## src/rtl/clocks_monitor.sv

```systemverilog
`default_nettype none
//==============================================================================
// Module      : clocks_monitor
// Description : Health monitor for the NeoGeo clock-enable streams. Keeps its
//               own 3-bit divider and 68K phase reference, compares every
//               incoming enable against it and reports lock, sticky error
//               flags and a saturating error-cycle count.
// Revision    : 1.0 - initial release
//==============================================================================
module clocks_monitor #(
    parameter int MIN_PERIOD  = 2,
    parameter int MAX_PERIOD  = 8,
    parameter int LOCK_ROUNDS = 4
) (
    input  logic       CLK,
    input  logic       nRESETP,
    input  logic       CLK_EN_24M_P,
    input  logic       CLK_EN_24M_N,
    input  logic       CLK_EN_12M,
    input  logic       CLK_EN_6MB,
    input  logic       CLK_EN_1HB,
    input  logic       CLK_EN_68K_P,
    input  logic       CLK_EN_68K_N,
    input  logic       CLR_ERR,
    output logic       LOCKED,
    output logic [5:0] ERR_FLAGS,
    output logic [7:0] ERR_COUNT,
    output logic [2:0] PHASE
);

    typedef enum logic [0:0] {
        SEARCH = 1'b0,
        TRACK  = 1'b1
    } state_t;

    localparam logic [8:0] c_min_period   = 9'(MIN_PERIOD);
    localparam logic [8:0] c_max_period   = 9'(MAX_PERIOD);
    localparam logic [7:0] c_pcnt_timeout = 8'(MAX_PERIOD - 1);
    localparam logic [7:0] c_lock_rounds  = 8'(LOCK_ROUNDS);

    state_t     r_state;
    state_t     w_state_next;
    logic       r_locked;
    logic [5:0] r_err_flags;
    logic [7:0] r_err_count;
    logic [2:0] r_phase;
    logic       r_sync;          // 68K phase has been learned since entering TRACK
    logic       r_exp_p;         // next 24M_P should carry 68K_P (else 68K_N)
    logic [7:0] r_pcnt;
    logic       r_pcnt_valid;
    logic [7:0] r_clean;

    logic       w_track;
    logic       w_enter;
    logic       w_wrap;
    logic       w_stray;
    logic       w_mis_12m;
    logic       w_mis_6mb;
    logic       w_mis_1hb;
    logic       w_68k_ok;
    logic       w_mis_68k;
    logic [8:0] w_period;
    logic       w_bad_period;
    logic       w_timeout;
    logic [5:0] w_err_bits;
    logic       w_err;

    assign w_track = (r_state == TRACK);
    assign w_enter = (r_state == SEARCH) & CLK_EN_24M_N & CLK_EN_1HB;
    assign w_wrap  = w_track & CLK_EN_24M_N & (r_phase == 3'd7);

    // Enables that can only legally appear alongside their parent 24M edge
    assign w_stray = ((CLK_EN_12M | CLK_EN_6MB | CLK_EN_1HB) & ~CLK_EN_24M_N)
                   | (CLK_EN_24M_P & CLK_EN_24M_N)
                   | ((CLK_EN_68K_P | CLK_EN_68K_N) & ~CLK_EN_24M_P);

    assign w_mis_12m = w_track & CLK_EN_24M_N & (CLK_EN_12M != ~r_phase[0]);
    assign w_mis_6mb = w_track & CLK_EN_24M_N & (CLK_EN_6MB != (r_phase == 3'd3));
    assign w_mis_1hb = w_track & CLK_EN_24M_N & (CLK_EN_1HB != (r_phase == 3'd0));

    // Before sync any single 68K edge is accepted; afterwards they must alternate
    assign w_68k_ok  = r_sync ? (r_exp_p ? (CLK_EN_68K_P & ~CLK_EN_68K_N)
                                         : (CLK_EN_68K_N & ~CLK_EN_68K_P))
                              : (CLK_EN_68K_P ^ CLK_EN_68K_N);
    assign w_mis_68k = w_track & CLK_EN_24M_P & ~w_68k_ok;

    assign w_period     = {1'b0, r_pcnt} + 9'd1;
    assign w_bad_period = w_track & CLK_EN_24M_N & r_pcnt_valid
                        & ((w_period < c_min_period) | (w_period > c_max_period));
    assign w_timeout    = w_track & ~CLK_EN_24M_N & r_pcnt_valid & (r_pcnt == c_pcnt_timeout);

    assign w_err_bits = {w_stray, (w_bad_period | w_timeout), w_mis_68k,
                         w_mis_1hb, w_mis_6mb, w_mis_12m};
    assign w_err      = |w_err_bits;

    // State register
    always_ff @(posedge CLK) begin
        if (!nRESETP) begin
            r_state <= SEARCH;
        end else begin
            r_state <= w_state_next;
        end
    end

    // Next state: acquire on the 1HB edge, drop back on any error while tracking
    always_comb begin
        w_state_next = r_state;
        case (r_state)
            SEARCH:  if (w_enter) w_state_next = TRACK;
            TRACK:   if (w_err)   w_state_next = SEARCH;
            default: w_state_next = SEARCH;
        endcase
    end

    // Error reporting: sticky flags and saturating count, CLR_ERR keeps only new bits
    always_ff @(posedge CLK) begin
        if (!nRESETP) begin
            r_err_flags <= 6'd0;
            r_err_count <= 8'd0;
        end else if (CLR_ERR) begin
            r_err_flags <= w_err_bits;
            r_err_count <= w_err ? 8'd1 : 8'd0;
        end else begin
            r_err_flags <= r_err_flags | w_err_bits;
            if (w_err && (r_err_count != 8'hFF)) begin
                r_err_count <= r_err_count + 8'd1;
            end
        end
    end

    // Reference divider and 68K phase expectation
    always_ff @(posedge CLK) begin
        if (!nRESETP) begin
            r_phase <= 3'd0;
            r_sync  <= 1'b0;
            r_exp_p <= 1'b0;
        end else begin
            if (w_enter) begin
                r_phase <= 3'd1;
            end else if (w_track && CLK_EN_24M_N) begin
                r_phase <= r_phase + 3'd1;
            end

            if (w_enter) begin
                r_sync <= 1'b0;
            end else if (w_track && CLK_EN_24M_P) begin
                if (!r_sync) begin
                    if (CLK_EN_68K_P ^ CLK_EN_68K_N) begin
                        r_sync  <= 1'b1;
                        r_exp_p <= CLK_EN_68K_N;
                    end
                end else begin
                    r_exp_p <= ~r_exp_p;
                end
            end
        end
    end

    // 24M_N period counter; only meaningful while tracking without errors
    always_ff @(posedge CLK) begin
        if (!nRESETP) begin
            r_pcnt       <= 8'd0;
            r_pcnt_valid <= 1'b0;
        end else if (w_track && !w_err) begin
            if (CLK_EN_24M_N) begin
                r_pcnt       <= 8'd0;
                r_pcnt_valid <= 1'b1;
            end else if (r_pcnt != 8'hFF) begin
                r_pcnt <= r_pcnt + 8'd1;
            end
        end else begin
            r_pcnt       <= 8'd0;
            r_pcnt_valid <= 1'b0;
        end
    end

    // Clean-round counting and lock indication
    always_ff @(posedge CLK) begin
        if (!nRESETP) begin
            r_clean  <= 8'd0;
            r_locked <= 1'b0;
        end else if (w_track && w_err) begin
            r_clean  <= 8'd0;
            r_locked <= 1'b0;
        end else begin
            if (w_wrap && (r_clean != 8'hFF)) begin
                r_clean <= r_clean + 8'd1;
            end
            if (r_clean >= c_lock_rounds) begin
                r_locked <= 1'b1;
            end
        end
    end

    assign LOCKED    = r_locked;
    assign ERR_FLAGS = r_err_flags;
    assign ERR_COUNT = r_err_count;
    assign PHASE     = r_phase;

endmodule
`default_nettype wire

```

## config.mk

```make
export PLATFORM = sky130hd
export DESIGN_NAME = clocks_monitor
export DESIGN_NICKNAME = d
export VERILOG_FILES = /design/src/rtl/clocks_monitor.sv
export SDC_FILE = /design/constraint.sdc
export NUM_CORES = 1
export LEC_CHECK = 0
export ABC_AREA = 1
export BUFFER_PORTS_ARGS = -buffer_cell sky130_fd_sc_hd__buf_2
export CAP_MARGIN = 0
export CORE_MARGIN = 10
export CORE_UTILIZATION = 61
export CTS_CLUSTER_SIZE = 24
export DETAILED_ROUTE_END_ITERATION = 10
export PLACE_DENSITY = 0.95
export SYNTH_ARGS = -nofsm -noshare
export SYNTH_HDL_FRONTEND = slang
export SYNTH_SLANG_ARGS = --single-unit
```

## constraint.sdc

```tcl
create_clock -name CLK -period 3 [get_ports CLK]
set_input_delay 0.3 -clock CLK [delete_from_list [all_inputs] [get_ports CLK]]
set_output_delay 0.3 -clock CLK [all_outputs]
set_load 0.01 [all_outputs]
```

==> results.md, run 1 <==
- H-tree levels: 2
- Final Hold Viols: 0
- Sequential share of the synthesized area: between 30% and 40%
- Clock root cell: clkbuf_4
- MaxCap Viol Count: 0
- Area Growth Syn to Fin: 10.8%
- Flop and latch count out of synthesis: 38
- Cts hold-fix bufs: 0
- Post-synthesis cell area: 0.00207 mm²
- # IOs: 28
- First-pass DRT Iterations: 5
- Final Cycle Share: 75.8%
- Total track usage: between 10% and 20%
- Iteration-0 DRC Markers: 161
- Largest cells by area after synthesis: dfxtp_1 (37%), nand2_1 (11%), inv_1 (7.8%), ha_1 (7.2%), nor2_1 (6.7%)
- Area occupied by multi-input gates: 0.00112 mm²
- Leakage Power: 0.977 nW
- Cell variety after synth: 30
- CP Max Fanout: 12
- Final ANT Viol Nets: 0
- Synth Area in Simple Gates: 34.3%
- Most frequent cells in the layout: nand2_1 (62), inv_1 (43), dfxtp_1 (38)
- Unrepaired setup endpoints after global routing: no
- Peak supply drop: roughly 290 µV
- Post-layout min period: 2.27 ns
- Sink Count: 38
- Worst hold endpoint: r_sync$_SDFFE_PP0P_
- Antenna violations before repair: 0
- Synth Area in Adders: 7.24%
- Layout cells sized above 1: 13.9%
- Gpl congestion: 1.06
- Reg area: 761 µm²
- Rows: 21
- Syn Nets: roughly 320
- Largest family of logic cells by synthesized area: simple AND/OR/NAND/NOR gates
- Number of gates resized after CTS: 0
- HPWL Detailed: around 3800 µm
- Grt ovf: 0
- Critical path endpoint category: flop
- Final design utilization: 69.4%
- Hold path cells: 3
- Setup TNS: 0 ns
- Vias/cell: 5.55
- Total number of yosys warnings: 0
- Wirelength per Cell: around 13 µm
- Crit path launch: PHASE[0]$_SDFFE_PN0P_
- Pwr per Cell Area: 376 mW/mm²
- Vias post-DR: 2085
- Critical path's slowest cell: dfxtp_1
- Status: finished, final reports clean
- Fin. max-slew vios: 0
- Die Span X: a little under 80 µm
- Hold_sp: CLK_EN_24M_P
- Post-synthesis xor/xnor area fraction: 2.53%
- R2r worst-path depth: 13
- Final setup viols: 0
- Fill count: 300
- Crit path top cell by count: nor2_1
- Antenna diodes: 0
- Mux cell area share after synthesis: 0%
- Largest net degree at the start of global routing: 15
- Skew-Pair Late Insertion Delay: 0.35 ns
- Arrival @ worst endpoint: between 2 and 3 ns
- Port Buffer Count: 27
- HP Class: in2reg
- Core Area: 0.00331 mm²
- RR Startpoint: PHASE[0]$_SDFFE_PN0P_
- First-pass GRT wire length: 8680 µm
- Startpoint class of the critical path: flop
- Nets@finish: 353
- WS Path Type: reg2reg
- Final worst setup slack: ~0.73 ns
- Syn Inst Count: 300
- Die Area: 0.00613 mm²
- Total CTS buffers: 5
- Worst Tran Pin Value: 0.487 ns
- Critical path cell sequence: ha_1 -> ha_1 -> nand2_1 -> nand2_1 -> nor2_1 -> nor2_1 -> nand3_1 -> nor2_1 -> nand3_2 -> nand2_1 -> o21ai_0 -> inv_1 -> nor2_1
- Most common cell after layout, fill and taps aside: nand2_1
- Crit path largest cell delay: between 0.4 and 0.5 ns
- Avg Inst Size Synth: 6.91 µm²
- Smallest hold slack: 0.240 ns
- Pre-CTS setup slack: between 0.7 and 0.8 ns
- Cell taking the most area after synthesis: dfxtp_1
- Die Span Y: 78.3 µm
- Residual DRC: 0
- Clock skew after layout: 0.0119 ns
- Fmax: 440 MHz
- WP data required: ~3.2 ns
- R2r endpoint: ERR_COUNT[5]$_SDFFE_PN0P_
- Total Power: approximately 0.00086 W
- Vias in the first global route: 2069
- Clk slew on worst S/H paths: ~0.11 ns
- Slew HR: 67.4%
- Setup Buffers After CTS: 0
- Synth top area share: 36.7%
- Post-synthesis compound-gate area fraction: 9.95%
- Reg2Reg Setup Slack: 0.73 ns
- CTS tree: yes
- Drt total wl: 4920 µm
- Maximum clock path buffer count: 2
- Initial core utilization: 62.7%
==> cells by family (layout without fill, tap and decap cells) <==
kind of cell / after synthesis / after routing
and+or+nand+nor: 157 / 157
AOI/OAI and AO/OA: 38 / 38
DFF: 38 / 38
xor gates and xnor gates: 6 / 6
buffers and inverters: 49 / 79
adders and majority gates: 12 / 12
==> power breakdown <==
group | internal, W | switching (W)
clock | 0.000106 | 0.000162
combinational | 0.0000258 | 0.0000509
sequential | 0.000512 | 0.00000810
total | 0.000643 | 0.000221
==> area by class of cell <==
class | count | share of cell area [%]
clock buffer | 6 | 2.23
inverter | 46 | 7.51
multi-input combinational | 213 | 48.8
sequential | 38 | 33.1
tap | 46 | 2.50
timing repair buffer | 27 | 5.88
==> sequential cells by signal, indices dropped and copies added (netlist names) <==
register,flops
PHASE,3
r_pcnt,8
r_sync,1
LOCKED,1
r_pcnt_valid,1
ERR_FLAGS,6
ERR_COUNT,8
r_exp_p,1
r_clean,8
r_state,1
==> worst max-delay path: cells and delay by family (launching register included) <==
family | cells | cell delay [ns]
DFF | 1 | 0.46
buffers and inverters | 1 | 0.06
and+or+nand+nor | 9 | 1.16
AOI/OAI and AO/OA | 1 | 0.10
adders and majority gates | 2 | 0.40
==> worst max path at each step <==
| stage | slack [ns] | end | cells after the start |
|---|---|---|---|
| 6_report | 0.73 | ERR_COUNT[5]$_SDFFE_PN0P_ | 13 |
| 5_1_grt | 0.37 | ERR_COUNT[5]$_SDFFE_PN0P_ | 13 |
| 4_1_cts | 0.77 | ERR_COUNT[0]$_SDFFE_PN0P_ | 13 |
| 3_5_place_dp | 0.79 | ERR_COUNT[0]$_SDFFE_PN0P_ | 13 |
| 3_3_place_gp | 0.92 | ERR_COUNT[5]$_SDFFE_PN0P_ | 13 |
| 2_1_floorplan | 1.19 | LOCKED$_SDFFE_PP0P_ | 13 |
==> per-layer routing <==
metal  routed length (µm)  GRT usage, %  vias to the layer above  share of wire [%]
li1                     -             -                     1031                  -
met1                 2040          17.3                      970                 41
met2                 2500          30.5                       69                 51
met3                  272          4.67                       15                5.5
met4                  104          8.42                        0                2.1
met5                    0             0                        -                  0
==> through the flow <==
stage | cells | area, µm²
finish | 376 | 2300
global route | 376 | 2300
CTS | 376 | 2300
detailed placement | 370 | 2250
global placement | 370 | 2250
floorplan | 300 | 2070
==> Yosys cell counts <==
cell type and number:
inv_2 3, nand3_2 2, buf_2 1, o21bai_1 1
o21a_1 1, o21ai_0 10, nand4_1 8, xor2_1 5
o211ai_1 1, clkbuf_1 1, o21ai_1 1, nand2_1 62
nand2_2 3, a31oi_1 1, or2_2 2, a21oi_1 21
nor3b_1 2, nor3_1 10, ha_1 12, dfxtp_1 38
nand2_4 1, nand3_1 25, xnor2_1 1, inv_1 43
nor4_1 3, nand4_2 1, nor2_1 37, a22o_1 2
nor2_2 1, buf_6 1
(Power assumes the default switching activity.)
==> run 2, diff against run 1 <==
Settings changed: CORE_UTILIZATION 61 to 51, PLACE_DENSITY 0.95 to 0.86.
Clock period 3 ns to 1.85 ns, I/O delays scaled along.
==> run 2 against run 1 <==
Effect of this change:
- the flow now finishes with violations (negative setup slack)
- power grew 92%
- sequential power grew 61%
- count of clock-buffer cells in the layout is the same
==> results.md, run 2 (same netlist as run 1, synthesis figures left out) <==
- Status: finished with violations
- Failing checks: negative setup slack
- Vias in the first global route: 2051
- First-pass GRT wire length: 8470 µm
- Most frequent cells in the layout: nand2_1 (51), inv_1 (40), dfxtp_1 (30)
- WP data required: 2.04 ns
- Vias post-DR: 2230
- Sink Count: 38
- Switch Pwr: between 0.0004 and 0.0005 W
- Nets@finish: 375
- Final worst setup slack: -0.0872 ns
- Skew-Pair Late Insertion Delay: ~0.3 ns
- HP Class: in2reg
- Maximum clock path buffer count: 2
- R2r endpoint: ERR_COUNT[0]$_SDFFE_PN0P_
- Total track usage: 14.0%
- WS Path Type: reg2reg
- Post-layout min period: 1.94 ns
- Arrival @ worst endpoint: around 2.1 ns
- Fill count: between 200 and 300
- Wirelength per Cell: 15.0 µm
- MaxCap Viol Count: 0
- Peak supply drop: ~340 µV
- Largest net degree at the start of global routing: 13
- Unrepaired setup endpoints after global routing: yes
- Die Span Y: about 84 µm
- Sw frac: 27.3%
- H-tree levels: 2
- Fin. max-slew vios: 0
- Critical path endpoint category: flop
- Die Area: 0.00702 mm²
- Startpoint class of the critical path: flop
- Final setup viols: 22
- Final Cycle Share: 105%
- Worst Setup EP: ERR_COUNT[0]$_SDFFE_PN0P_
- Gpl congestion: a little over 0.9
- Final ANT Viol Nets: 0
- Slew HR: 58.1%
- RR Startpoint: PHASE[0]$_SDFFE_PN0P_
- Drt total wl: between 6000 and 7000 µm
- Layout cells sized above 1: 36.4%
- Antenna violations before repair: 0
- Die Span X: 83.8 µm
- Rows: 23
- Iteration-0 DRC Markers: roughly 140
- Vias/cell: 5.52
- Area Growth Syn to Fin: 38.8%
- First-pass DRT Iterations: 4
- Worst Tran Pin Value: about 0.63 ns
- Clock skew after layout: 0.00965 ns
- Setup TNS: -1.20 ns
- Register share of total power: between 50% and 60%
- R2r worst-path depth: 13
- Antenna diodes: 0
- Final Hold Viols: 0
- Cts hold-fix bufs: 0
- Final design utilization: 72.5%
- Leakage Power: 1.14 nW
- Port Buffer Count: 27
- Combinational share of power: 12.3%
- Power share of the clock group: a little under two fifths
- HPWL Detailed: 3610 µm
- Fmax: 516 MHz
- Grt ovf: 0
- Initial core utilization: a little over half
- CP Max Fanout: 5
- Core Area: 0.00397 mm²
- Crit path launch: PHASE[0]$_SDFFE_PN0P_
- Post-Layout Cell Count: between 400 and 500
- Clk slew on worst S/H paths: about 0.08 ns
- Internal: 0.00121 W
- Clock root cell: clkbuf_8
- Hold_sp: CLK_EN_24M_P
- Pwr per Cell Area: 577 mW/mm²
- Reg2Reg Setup Slack: -0.09 ns
- Most common cell after layout, fill and taps aside: nand2_1
- CTS tree: yes
- Placed instance count: 390
- # IOs: 28
- Residual DRC: 0
- Total CTS buffers: 5
## run 2: changes by cell type in the layout (fill, tap and decap cells not counted), moves of 6 or more
cell and change:
dfxtp_1 -8, a21oi_2 +7, nor2_2 +6, nor3_1 -7, a21oi_1 -7, buf_4 +16
nor2_1 -10, nand2_1 -11, nand2_2 +9, nor3_2 +7
## run 2: worst min-delay path by stage
| stage | to | depth (start not counted) |
|---|---|---|
| 2_1_floorplan | r_sync$_SDFFE_PP0P_ | 2 |
| 3_3_place_gp | ERR_FLAGS[4]$_SDFF_PN0_ | 2 |
| 3_5_place_dp | ERR_FLAGS[4]$_SDFF_PN0_ | 2 |
| 4_1_cts | r_sync$_SDFFE_PP0P_ | 3 |
| 5_1_grt | r_sync$_SDFFE_PP0P_ | 3 |
| 6_report | r_sync$_SDFFE_PP0P_ | 3 |
## run 2: area by class of cell
cell class                      count  area, µm²  share of cell area (%)
Sequential cell                    38        781                    27.1
Timing Repair Buffer               47        323                    11.2
Inverter                           46        175                    6.08
Multi-Input combinational cell    215       1440                    50.1
Clock buffer                        6       82.6                    2.87
Clock inverter                      2       12.5                   0.434
Tap cell                           50       62.6                    2.17
## run 2: power by group through the flow
stage          clock (W)  sequential (W)  combinational, W
2_1_floorplan          0        0.000863         0.0000774
3_3_place_gp           0        0.000858          0.000142
3_5_place_dp           0        0.000858          0.000147
4_1_cts         0.000611        0.000839          0.000150
5_1_grt         0.000654        0.000839          0.000220
6_report        0.000620        0.000837          0.000205
## run 2: through the flow
stage | hold WS (ns) | area, µm² | power, W | worst slack [ns]
global route | 0.191 | 2880 | 0.00171 | -0.178
global placement | 0.446 | 2380 | 0.00100 | -0.0128
finish | 0.180 | 2880 | 0.00166 | -0.0872
CTS | 0.181 | 2500 | 0.00160 | -0.000212
detailed placement | 0.460 | 2380 | 0.00101 | -0.0685
floorplan | 0.347 | 2070 | 0.000941 | 0.0444
## run 2: critical path: stages, from the launching register on
cell and delay [ns]:
dfxtp_4 0.37, ha_4 0.17, ha_4 0.17, nor2_4 0.10
nor2_2 0.04, nor2_1 0.11, nand3_1 0.17, nor2_4 0.20
nand3_4 0.15, buf_12 0.17, nand2_2 0.05, nand2_2 0.05
nand2_2 0.05, a21oi_2 0.04
## run 2: repair_timing
item,in CTS,in global routing
buffers inserted,0,3
gates cloned,0,3
setup endpoints to repair,20,28
gates resized for setup,5,80
pin swaps,1,26
## run 2: per-layer routing
| metal | share of wire (%) | up-vias | GRT usage (%) |
|---|---|---|---|
| li1 | - | 1086 | - |
| met1 | 40 | 1059 | 14.4 |
| met2 | 51 | 67 | 25.0 |
| met3 | 5.5 | 18 | 4.00 |
| met4 | 3.1 | 0 | 7.46 |
| met5 | 0 | - | 0 |
==> run 3, diff against run 2 <==
Settings changed: MAX_ROUTING_LAYER set to met4.
==> run 3 against run 2 <==
Effect of this change:
- the flow still finishes with violations (negative setup slack)
- register-to-register slack hardly changed
- power hardly changed
- die area stayed put
- cell count stayed put
- via count is 1.1% lower
- clock power hardly changed
- setup slack better by 0.0044 ns
- maximum frequency is 0.23% higher
- first-iteration DRC count is 2.2% higher
- critical path depth is 1 lower
- sequential cell count stayed put
- non-clock buffer count stayed put
- critical endpoint is now r_clean[1]$_SDFFE_PP0P_
- largest cell class unchanged
==> results.md, run 3 (same netlist as run 1, synthesis figures left out) <==
- Status: finished with violations
- Failing checks: negative setup slack
- Layout cells sized above 1: 36.4%
- Unrepaired setup endpoints after global routing: yes
- Critical path cell sequence: ha_4 -> ha_4 -> nor2_4 -> nor2_2 -> nor2_1 -> nand3_1 -> nor2_4 -> nand3_4 -> buf_6 -> nand2_8 -> nand2_8 -> a21oi_2
- Gpl congestion: approximately 0.94
- Die Area: 0.00702 mm²
- Grt ovf: 0
- Slew HR: 59.8%
- Area Growth Syn to Fin: 38.8%
- Pwr per Cell Area: 577 mW/mm²
- Antenna diodes: 0
- WS Path Type: reg2reg
- First-pass GRT wire length: ~8500 µm
- Pre-CTS setup slack: -0.0685 ns
- Die Span Y: 83.8 µm
- Most common cell after layout, fill and taps aside: nand2_1
- Startpoint class of the critical path: flop
- Critical path endpoint category: flop
- Combinational share of power: 12.3%
- Residual DRC: 0
- Clock skew after layout: 0.0103 ns
- CTS tree: yes
- Hold_sp: CLK_EN_24M_P
- Reg2Reg Setup Slack: -0.08 ns
- Post-DP Area: 0.00238 mm²
- Arrival @ worst endpoint: 2.18 ns
- Final Hold Viols: 0
- Skew-Pair Late Insertion Delay: 0.30 ns
- # IOs: 28
- Final Cycle Share: 104%
- Register share of total power: between 50% and 60%
- HP Class: in2reg
- Largest net degree at the start of global routing: 13
- Core Area: slightly below 0.004 mm²
- Worst Tran Pin Value: between 0.6 and 0.7 ns
- Power share of the clock group: between 30 and 40%
- Rows: 23
- Initial core utilization: between 50% and 60%
- Internal: ~0.0012 W
- Hold path cells: 3
- Wirelength per Cell: 15.0 µm
- Total CTS buffers: 5
- Fin area: 0.00288 mm²
- Final ANT Viol Nets: 0
- RR Startpoint: PHASE[0]$_SDFFE_PN0P_
- HPWL Detailed: 3610 µm
- Post-layout min period: 1.93 ns
- Antenna violations before repair: 0
- Port Buffer Count: 27
- Clock root cell: clkbuf_8
- H-tree levels: 2
- Sink Count: 38
- Smallest hold slack: 0.178 ns
- First-pass DRT Iterations: 4
- Switch Pwr: 0.000455 W
- Vias in the first global route: 2048
- Total track usage: between 10% and 20%
- Maximum clock path buffer count: 2
- Setup TNS: -1.18 ns
- Vias/cell: 5.46
- WP data required: 2.09 ns
- Die Span X: 83.8 µm
- Critical path's slowest cell: dfxtp_4
- Crit path largest cell delay: 0.37 ns
- Sw frac: 27.4%
- Final worst setup slack: -0.0828 ns
- Fin. max-slew vios: 0
- Iteration-0 DRC Markers: 138
- Final setup viols: 22
- Worst hold endpoint: r_sync$_SDFFE_PP0P_
- Final design utilization: 72.5%
- Drt total wl: 6060 µm
- R2r worst-path depth: 12
- CP Max Fanout: 5
- Fmax: between 500 and 600 MHz
- Peak supply drop: between 300 and 400 µV
- Nets@finish: 375
- Clk slew on worst S/H paths: 0.08 ns
- Vias post-DR: 2206
- MaxCap Viol Count: 0
- Most frequent cells in the layout: nand2_1 (51), inv_1 (40), dfxtp_1 (30)
- R2r endpoint: r_clean[1]$_SDFFE_PP0P_
- Leakage Power: 1.14 nW
[run 3: cell counts in the layout (fill, tap and decap cells not counted)]
No cell type changed its count.
[run 3: cell type report]
| cell class | count | area, µm² |
|---|---|---|
| inverter | 46 | 175 |
| tap | 50 | 62.6 |
| clock inverter | 2 | 12.5 |
| clock buffer | 6 | 82.6 |
| multi-input combinational | 215 | 1440 |
| sequential | 38 | 781 |
| timing repair buffer | 47 | 323 |
| fill | 270 | 1090 |
[run 3: metrics by stage]
step,instances,total power [W]
2_1_floorplan,300,0.000941
3_3_place_gp,390,0.00100
3_5_place_dp,390,0.00101
4_1_cts,398,0.00160
5_1_grt,404,0.00171
6_report,404,0.00166
[run 3: worst max-delay path, delay by kind of cell, from the launching register on]
kind	cells	cell delay [ns]
and+or+nand+nor	8	0.90
DFF	1	0.37
adders and majority gates	2	0.34
buffers and inverters	1	0.16
AOI/OAI and AO/OA	1	0.12
[run 3: routing by layer]
layer  vias up  track usage [%]  part of all wire (%)
met1      1043             14.7                    42
met3        19             3.81                   4.6
met5         -                -                     0
met2        61             24.9                    51
met4         0             7.46                   3.1
li1       1083                -                     -
[run 3: power by group through the flow]
stage | sequential [W] | clock (W) | combinational [W]
finish | 0.000837 | 0.000622 | 0.000204
global placement | 0.000858 | 0 | 0.000142
global route | 0.000839 | 0.000654 | 0.000220
CTS | 0.000839 | 0.000611 | 0.000150
detailed placement | 0.000858 | 0 | 0.000147
floorplan | 0.000863 | 0 | 0.0000774
[run 3: worst max path at each step]
stage	slack (ns)	depth (start not counted)	end	from
floorplan	0.04	13	LOCKED$_SDFFE_PP0P_	PHASE[0]$_SDFFE_PN0P_
global placement	-0.01	10	r_pcnt[4]$_SDFFE_PP0P_	PHASE[0]$_SDFFE_PN0P_
detailed placement	-0.07	11	r_pcnt[1]$_SDFFE_PP0P_	PHASE[0]$_SDFFE_PN0P_
CTS	-0.0002	12	LOCKED$_SDFFE_PP0P_	PHASE[0]$_SDFFE_PN0P_
global route	-0.18	11	r_pcnt[1]$_SDFFE_PP0P_	PHASE[2]$_SDFFE_PP0P_
finish	-0.08	12	r_clean[1]$_SDFFE_PP0P_	PHASE[0]$_SDFFE_PN0P_
[run 3: timing repair]
action,CTS,global route
hold buffers,0,0
buffers inserted,0,3
setup endpoints to repair,20,28
gates cloned,0,3
pin swaps,1,26
gates resized for setup,5,80
